===== config.mk =====
export PLATFORM = sky130hd
export DESIGN_NAME = conv_mem_loader_flat
export DESIGN_NICKNAME = d
export VERILOG_FILES = /design/src/rtl/conv_mem_loader_if.sv /design/src/rtl/conv_mem_loader.sv /design/src/flat_wrapper.sv
export SDC_FILE = /design/constraint.sdc
export NUM_CORES = 1
export LEC_CHECK = 0
export ABC_AREA = 1
export CAP_MARGIN = 5
export CORE_MARGIN = 8
export CORE_UTILIZATION = 55
export DETAILED_ROUTE_END_ITERATION = 6
export GPL_ROUTABILITY_DRIVEN = 0
export HOLD_SLACK_MARGIN = 0.15
export MAX_ROUTING_LAYER = met4
export PLACE_DENSITY = 0.8
export SKIP_CTS_REPAIR_TIMING = 1
export SYNTH_ARGS = -nofsm -noshare
export SYNTH_HDL_FRONTEND = slang
export SYNTH_SLANG_ARGS = --single-unit
export TNS_END_PERCENT = 5

===== constraint.sdc =====
create_clock -name clk -period 2.82 [get_ports clk]
set_clock_uncertainty 0.05 [all_clocks]
set_input_delay 0.282 -clock clk [delete_from_list [all_inputs] [get_ports clk]]
set_output_delay 0.282 -clock clk [all_outputs]
set_load 0.02 [all_outputs]

===== src/rtl/conv_mem_loader_if.sv =====
// Stream-in / BRAM-write bundle for the convolution memory loader.
// The loader uses the slave side; the byte source and the memory port model use the master side.
interface conv_mem_loader_if #(
  parameter int unsigned DATA_WIDTH = 8,
  parameter int unsigned ADDR_WIDTH = 17
);
  logic                  s_valid;
  logic [DATA_WIDTH-1:0] s_data;
  logic                  s_ready;
  logic                  wea;
  logic [ADDR_WIDTH-1:0] addra;
  logic [DATA_WIDTH-1:0] dia;

  modport master (
    output s_valid,
    output s_data,
    input  s_ready,
    input  wea,
    input  addra,
    input  dia
  );

  modport slave (
    input  s_valid,
    input  s_data,
    output s_ready,
    output wea,
    output addra,
    output dia
  );
endinterface


===== src/rtl/conv_mem_loader.sv =====
// Streams image bytes into BRAM replicated 'copies' times at (c<<11)+j.
// It then streams filter taps tap-reversed into the 0x10000 region at (f<<6)+(taps-1-t).
module conv_mem_loader #(
  parameter int unsigned DATA_WIDTH = 8,
  parameter int unsigned ADDR_WIDTH = 17
) (
  input  logic               clk,
  input  logic               rst,
  input  logic               start,
  input  logic [10:0]        img_words_i,
  input  logic [4:0]         copies_i,
  input  logic [3:0]         n_filters_i,
  input  logic [5:0]         taps_i,
  conv_mem_loader_if.slave   bus,
  output logic               busy,
  output logic               done
);

  typedef enum logic [2:0] {StIdle, StImgLoad, StImgRep, StFlt, StDone} state_e;

  state_e                state_q;
  logic [10:0]           img_words_q;
  logic [4:0]            copies_q;
  logic [3:0]            n_filters_q;
  logic [5:0]            taps_q;
  logic [10:0]           pix_q;
  logic [4:0]            copy_q;
  logic [3:0]            filt_q;
  logic [5:0]            tap_q;
  logic [DATA_WIDTH-1:0] byte_q;

  logic       hs;
  logic       flt_empty;
  logic [4:0] copy_inc;
  logic [5:0] tap_rev;

  // Gated by rst so the source never sees a handshake while reset is applied.
  assign bus.s_ready = !rst && ((state_q == StImgLoad) || (state_q == StFlt));
  assign hs          = bus.s_valid && bus.s_ready;
  assign flt_empty   = (n_filters_q == 4'd0) || (taps_q == 6'd0);
  assign copy_inc    = copy_q + 5'd1;
  assign tap_rev     = taps_q - 6'd1 - tap_q;

  always_ff @(posedge clk) begin
    if (rst) begin
      state_q     <= StIdle;
      img_words_q <= '0;
      copies_q    <= '0;
      n_filters_q <= '0;
      taps_q      <= '0;
      pix_q       <= '0;
      copy_q      <= '0;
      filt_q      <= '0;
      tap_q       <= '0;
      byte_q      <= '0;
      bus.wea     <= 1'b0;
      bus.addra   <= '0;
      bus.dia     <= '0;
      busy        <= 1'b0;
      done        <= 1'b0;
    end else begin
      bus.wea <= 1'b0;
      done    <= 1'b0;
      unique case (state_q)
        StIdle: begin
          if (start) begin
            img_words_q <= img_words_i;
            copies_q    <= (copies_i == 5'd0) ? 5'd1 : copies_i;
            n_filters_q <= n_filters_i;
            taps_q      <= taps_i;
            pix_q       <= '0;
            copy_q      <= '0;
            filt_q      <= '0;
            tap_q       <= '0;
            busy        <= 1'b1;
            if (img_words_i != 11'd0) begin
              state_q <= StImgLoad;
            end else if ((n_filters_i != 4'd0) && (taps_i != 6'd0)) begin
              state_q <= StFlt;
            end else begin
              state_q <= StDone;
              done    <= 1'b1;
            end
          end
        end
        StImgLoad: begin
          if (hs) begin
            byte_q    <= bus.s_data;
            copy_q    <= '0;
            bus.wea   <= 1'b1;
            bus.addra <= ADDR_WIDTH'({5'd0, pix_q});
            bus.dia   <= bus.s_data;
            state_q   <= StImgRep;
          end
        end
        StImgRep: begin
          if (copy_q != copies_q - 5'd1) begin
            copy_q    <= copy_inc;
            bus.wea   <= 1'b1;
            bus.addra <= ADDR_WIDTH'({copy_inc, pix_q});
            bus.dia   <= byte_q;
          end else begin
            // Last replica was written on the previous edge; this edge is the inter-pixel gap.
            copy_q <= '0;
            if (pix_q == img_words_q - 11'd1) begin
              pix_q <= '0;
              if (flt_empty) begin
                state_q <= StDone;
                done    <= 1'b1;
              end else begin
                state_q <= StFlt;
              end
            end else begin
              pix_q   <= pix_q + 11'd1;
              state_q <= StImgLoad;
            end
          end
        end
        StFlt: begin
          if (hs) begin
            bus.wea   <= 1'b1;
            bus.addra <= ADDR_WIDTH'({1'b1, 6'd0, filt_q, tap_rev});
            bus.dia   <= bus.s_data;
            if (tap_q == taps_q - 6'd1) begin
              tap_q <= '0;
              if (filt_q == n_filters_q - 4'd1) begin
                filt_q  <= '0;
                state_q <= StDone;
                done    <= 1'b1;
              end else begin
                filt_q <= filt_q + 4'd1;
              end
            end else begin
              tap_q <= tap_q + 6'd1;
            end
          end
        end
        StDone: begin
          busy    <= 1'b0;
          state_q <= StIdle;
        end
        default: state_q <= StIdle;
      endcase
    end
  end

endmodule


===== src/flat_wrapper.sv =====
// flat-port wrapper written by rule: the top's interface ports become plain ports
module conv_mem_loader_flat 
#(
  parameter int unsigned DATA_WIDTH = 8,
  parameter int unsigned ADDR_WIDTH = 17
)
  (clk, rst, start, img_words_i, copies_i, n_filters_i, taps_i, busy, done, bus_s_valid, bus_s_data, bus_s_ready, bus_wea, bus_addra, bus_dia);
  conv_mem_loader_if #(.DATA_WIDTH(DATA_WIDTH), .ADDR_WIDTH(ADDR_WIDTH)) bus_i ();
  input  logic clk;
  input  logic rst;
  input  logic start;
  input  logic [10:0] img_words_i;
  input  logic [4:0] copies_i;
  input  logic [3:0] n_filters_i;
  input  logic [5:0] taps_i;
  output logic busy;
  output logic done;
  input wire logic [$bits(bus_i.s_valid)-1:0] bus_s_valid;
  input wire logic [$bits(bus_i.s_data)-1:0] bus_s_data;
  output wire logic [$bits(bus_i.s_ready)-1:0] bus_s_ready;
  output wire logic [$bits(bus_i.wea)-1:0] bus_wea;
  output wire logic [$bits(bus_i.addra)-1:0] bus_addra;
  output wire logic [$bits(bus_i.dia)-1:0] bus_dia;
  assign bus_i.s_valid = bus_s_valid;
  assign bus_i.s_data = bus_s_data;
  assign bus_s_ready = bus_i.s_ready;
  assign bus_wea = bus_i.wea;
  assign bus_addra = bus_i.addra;
  assign bus_dia = bus_i.dia;
  conv_mem_loader #(.DATA_WIDTH(DATA_WIDTH), .ADDR_WIDTH(ADDR_WIDTH)) u_core (.clk(clk), .rst(rst), .start(start), .img_words_i(img_words_i), .copies_i(copies_i), .n_filters_i(n_filters_i), .taps_i(taps_i), .bus(bus_i), .busy(busy), .done(done));
endmodule

==> flow_results.org <==
** Power
- Of the total power, combinational logic draws 0.478.
- Switching power total :: 0.00214 W
- Internal power comes to 0.00268 W.
- PwrDens :: 823 nW/µm²
- Proportion of total power due to net switching :: 0.444
- Max IR drop VDD :: 0.000398 V
- Sequential share of power :: 0.352
- The analysis attributes to cell leakage a power of 2.28 nW.
- The share of total power dissipated in the clock network is 0.170.

** Critical path
- Crit start category :: flop
- The number of buffers and inverters on the critical path is 2.
- Kind of cell adding the most delay to the critical path :: simple AND/OR/NAND/NOR gates
- Worst-path cell chain :: inv_1, ha_1, xnor2_1, nor2_1, o21ai_1, nor2_2, nand2_2, nand2_2, nand2_2, buf_4, o21ai_0, nor2_1
- Count of cell instances traversed by the critical path :: 12
- In this run the critical register-to-register path is launched from u_core.copies_q[0]$_SDFFE_PP0P_.
- Most repeated library cell on the critical path :: sky130_fd_sc_hd__nand2_2
- Worst-case register-to-register setup slack :: 540 ps
- Depth of the worst register-to-register path :: 12
- The critical path is of the flop to flop type.
- For this design, the slowest cell found on the critical path is sky130_fd_sc_hd__dfxtp_1.
- Reg-to-Reg End :: u_core.bus.addra[1]$_SDFFE_PP0P_
- Of all nets on the critical path, the largest fanout is 18.
- Data arrives at the worst endpoint at 2480 ps.
- The worst setup path is captured at a flop.
- In this design, the stage delay of the slowest critical-path cell is 390 ps.
- At the worst endpoint, the required time is 3030 ps.

** Global routing
- Entering global routing, the biggest net connects 53 pins.
- Wire length of the first global-routing pass :: 22200 µm
- The initial antenna violation count is 0.
- Via count of the first global-routing pass :: 4692
- GR Overflow Total :: 0
- Total Routing Usage GR :: 0.219

** Clock network
- Clock-pin slew was measured on the worst setup and hold paths at 100 ps.
- Root buffer selected by CTS :: sky130_fd_sc_hd__clkbuf_8
- Clock Sinks :: 91
- The H-tree generated during clock tree synthesis spans 3 levels.
- The longest clock path from root to sink contains 2 buffers.
- For the worst-skew pair, the clock arrives at the later sink with an insertion delay of 370 ps.
- CTS tree :: yes
- Num CTS Buffers :: 9

** Timing
- Final setup margin :: 542 ps
- Total negative slack for setup checks :: 0 ps
- Headroom to the max-slew limit came out at 0.433.
- Minimum clock period :: 2280 ps
- Derived from the worst setup path, the maximum achievable clock frequency is 0.439 GHz.
- Final setup violation count :: 0
- The number of pins with negative max-slew slack in the final report came to 0.
- The final hold violation count is 0.
- RSZ-0062 raised after global routing :: false
- Worst-margin pin slew :: 843 ps
- Worst hold slack :: 418 ps
- Final Cycle Share :: 0.808

** Detailed routing
- In the final routed layout, each cell accounts on average for 15.3 µm.
- Avg Vias per Cell :: 5.55
- Initial drt markers :: 338
- For this block, the routed nets add up to 13300 µm of wire.
- Summing over every cut layer, the via total after detailed routing is 4813.
- Drt pass-1 iters :: 5
- Number of antenna-violating nets in the routed design :: 0
- Post-route DRC violation count :: 0

** Yosys
- Proportion of synthesized chip area in sequential cells :: 0.367
- The largest total area in the synthesized netlist belongs to sky130_fd_sc_hd__dfxtp_1.
- Post-synth net total :: 749
- The synthesized design contains 91 register bits.
- Mux contribution to synthesized area :: 0
- Distinct cell type count of the synthesized netlist :: 41
- Of the total synthesized cell area, the portion taken by XOR and XNOR cells is 0.0494.
- Top_reg_cell synth :: sky130_fd_sc_hd__dfxtp_1
- Number of flops mapped to enable cells by yosys :: 0
- Simple-gate share of the synthesized area :: 0.300
- Yosys attributes the largest share of cell area to sky130_fd_sc_hd__dfxtp_1 (37%), sky130_fd_sc_hd__nand2_1 (11%), sky130_fd_sc_hd__a21oi_1 (6.3%).
- Asr flop ratio synth :: 0
- Post-Syn Area per Cell :: 7.15 µm²
- Dominant combinational cell family by area after synthesis :: simple AND/OR/NAND/NOR gates
- Of the total synthesized cell area, the portion taken by full adders, half adders and majority gates is 0.0418.
- The synthesized netlist occupies a cell area of 4970 µm².
- Top cell type's share of synthesized area :: 0.367
- The synthesized-area fraction occupied by ao, oa, aoi and oai cells was 0.162.
- Yosys printed 0 warnings.
- Counting every instance in the synthesized netlist gives 695.

** Min path
- Type of the worst min-delay path :: flop to flop
- Hold path endpoint :: u_core.byte_q[3]$_SDFFE_PP0P_
- Hold Path Depth :: 2
- The worst hold path begins at u_core.byte_q[3]$_SDFFE_PP0P_.

** Finish
- The number of antenna diodes in the final layout is 0.
- The library cell used most frequently in the layout, excluding fill and tap cells, is sky130_fd_sc_hd__nand2_1.
- The top cell types in the final layout, fill and taps aside, are sky130_fd_sc_hd__nand2_1 (145), sky130_fd_sc_hd__dfxtp_1 (91), sky130_fd_sc_hd__clkdlybuf4s50_1 (66).
- Measured on the finished design, the core utilization comes to 0.672.
- Number of nets at the end of the flow :: 808
- Signed area change from the synthesized netlist to the final layout :: 18.0%
- Summing all flip-flop and latch instances after layout gives 1820 µm².
- Layout cell share with drive strength beyond 1 :: 0.100
- Counting the fill cells in the layout gives 755.
- Combined area of the multi-input logic cells :: 2750 µm²

** Die
- Area of the core region :: 8720 µm²
- Height of the chip :: 111 µm
- DIE AREA :: 12300 µm²
- Number of primary I/O pins :: 67
- Die Span X :: 111 µm
- For this configuration, the core starts out at a cell density of 0.569.
- The floorplan has 34 rows.

** Placement
- Count of port buffers added during placement :: 66
- The HPWL after detailed placement is 10100 µm.
- Worst-case setup slack after placement :: 445 ps

** Run status
- The run finished with clean final reports.

** Flow run
- Max-cap violation count :: 0
-- flip-flops by register name (all words and copies together), names as in the netlist, 5 cells and up --
signal and count:
u_core.bus.addra 17, u_core.bus.dia 8, u_core.byte_q 8, u_core.copies_q 5, u_core.copy_q 5, u_core.img_words_q 11, u_core.pix_q 11, u_core.tap_q 6
u_core.taps_q 6
-- layout make-up --
type	instances	area share
Inverter	73	0.0474
Clock buffer	10	0.0218
Sequential cell	91	0.311
Tap cell	108	0.0231
Multi-Input combinational cell	509	0.469
Clock inverter	6	0.00790
Timing Repair Buffer	70	0.120
-- how the worst max path moves through the flow --
stage,start,end,slack [ps]
5_1_grt,u_core.copies_q[0]$_SDFFE_PP0P_,u_core.bus.addra[3]$_SDFFE_PP0P_,360
4_1_cts,u_core.state_q[0]$_SDFFE_PP0P_,bus_s_ready,540
3_5_place_dp,img_words_i[8],u_core.state_q[0]$_SDFFE_PP0P_,440
6_report,u_core.copies_q[0]$_SDFFE_PP0P_,u_core.bus.addra[1]$_SDFFE_PP0P_,540
3_3_place_gp,img_words_i[8],u_core.done$_SDFF_PP0_,450
2_1_floorplan,u_core.taps_q[0]$_SDFFE_PP0P_,u_core.bus.addra[5]$_SDFFE_PP0P_,850
-- per-stage QoR --
step	instance area, µm²	power (W)	instances
4_1_cts	5860	0.00482	867
6_report	5860	0.00482	867
5_1_grt	5860	0.00516	867
3_5_place_dp	5690	0.00401	851
2_1_floorplan	4970	0.00337	695
3_3_place_gp	5690	0.00394	851
-- cell usage after synthesis (7+ instances only) --
library cell,instances
sky130_fd_sc_hd__nand2_1,145
sky130_fd_sc_hd__dfxtp_1,91
sky130_fd_sc_hd__a21oi_1,63
sky130_fd_sc_hd__nor2_1,60
sky130_fd_sc_hd__inv_1,57
sky130_fd_sc_hd__nand3_1,45
sky130_fd_sc_hd__o21ai_0,45
sky130_fd_sc_hd__o21ai_1,17
sky130_fd_sc_hd__a31oi_1,16
sky130_fd_sc_hd__xor2_1,16
sky130_fd_sc_hd__ha_1,15
sky130_fd_sc_hd__clkbuf_1,14
sky130_fd_sc_hd__inv_2,14
sky130_fd_sc_hd__nand2_2,13
sky130_fd_sc_hd__xnor2_1,12
sky130_fd_sc_hd__nor3_1,11
sky130_fd_sc_hd__nor2_2,7
-- worst reg2reg max path, stage by stage, from the launching register on --
cell and delay, ps:
sky130_fd_sc_hd__dfxtp_1 390, sky130_fd_sc_hd__inv_1 70, sky130_fd_sc_hd__ha_1 310, sky130_fd_sc_hd__xnor2_1 130, sky130_fd_sc_hd__nor2_1 80, sky130_fd_sc_hd__o21ai_1 80
sky130_fd_sc_hd__nor2_2 140, sky130_fd_sc_hd__nand2_2 110, sky130_fd_sc_hd__nand2_2 90, sky130_fd_sc_hd__nand2_2 200, sky130_fd_sc_hd__buf_4 280, sky130_fd_sc_hd__o21ai_0 180
sky130_fd_sc_hd__nor2_1 70
-- cells by family (layout without fill, tap and decap cells) --
logic type	count (synthesis)	count (layout)
simple gates	314	314
compound gates	151	151
xor+xnor	28	28
buf+inv	95	159
fa+ha+maj	16	16
flops	91	91
-- layer usage --
metal	GRT usage	routed length (µm)	share of wire	vias to the layer above
met5	-	0	0	-
met4	0.0907	262	0.020	0
met3	0.0298	413	0.031	21
met2	0.378	6840	0.52	118
met1	0.251	5750	0.43	2265
li1	-	-	-	2409
-- power by group through the flow --
stage               sequential [W]  clock (W)  combinational, W
CTS                        0.00169   0.000828           0.00230
global placement           0.00172          0           0.00223
finish                     0.00170   0.000821           0.00230
floorplan                  0.00178          0           0.00159
global route               0.00172   0.000876           0.00256
detailed placement         0.00172          0           0.00229
(Power assumes the default switching activity.)
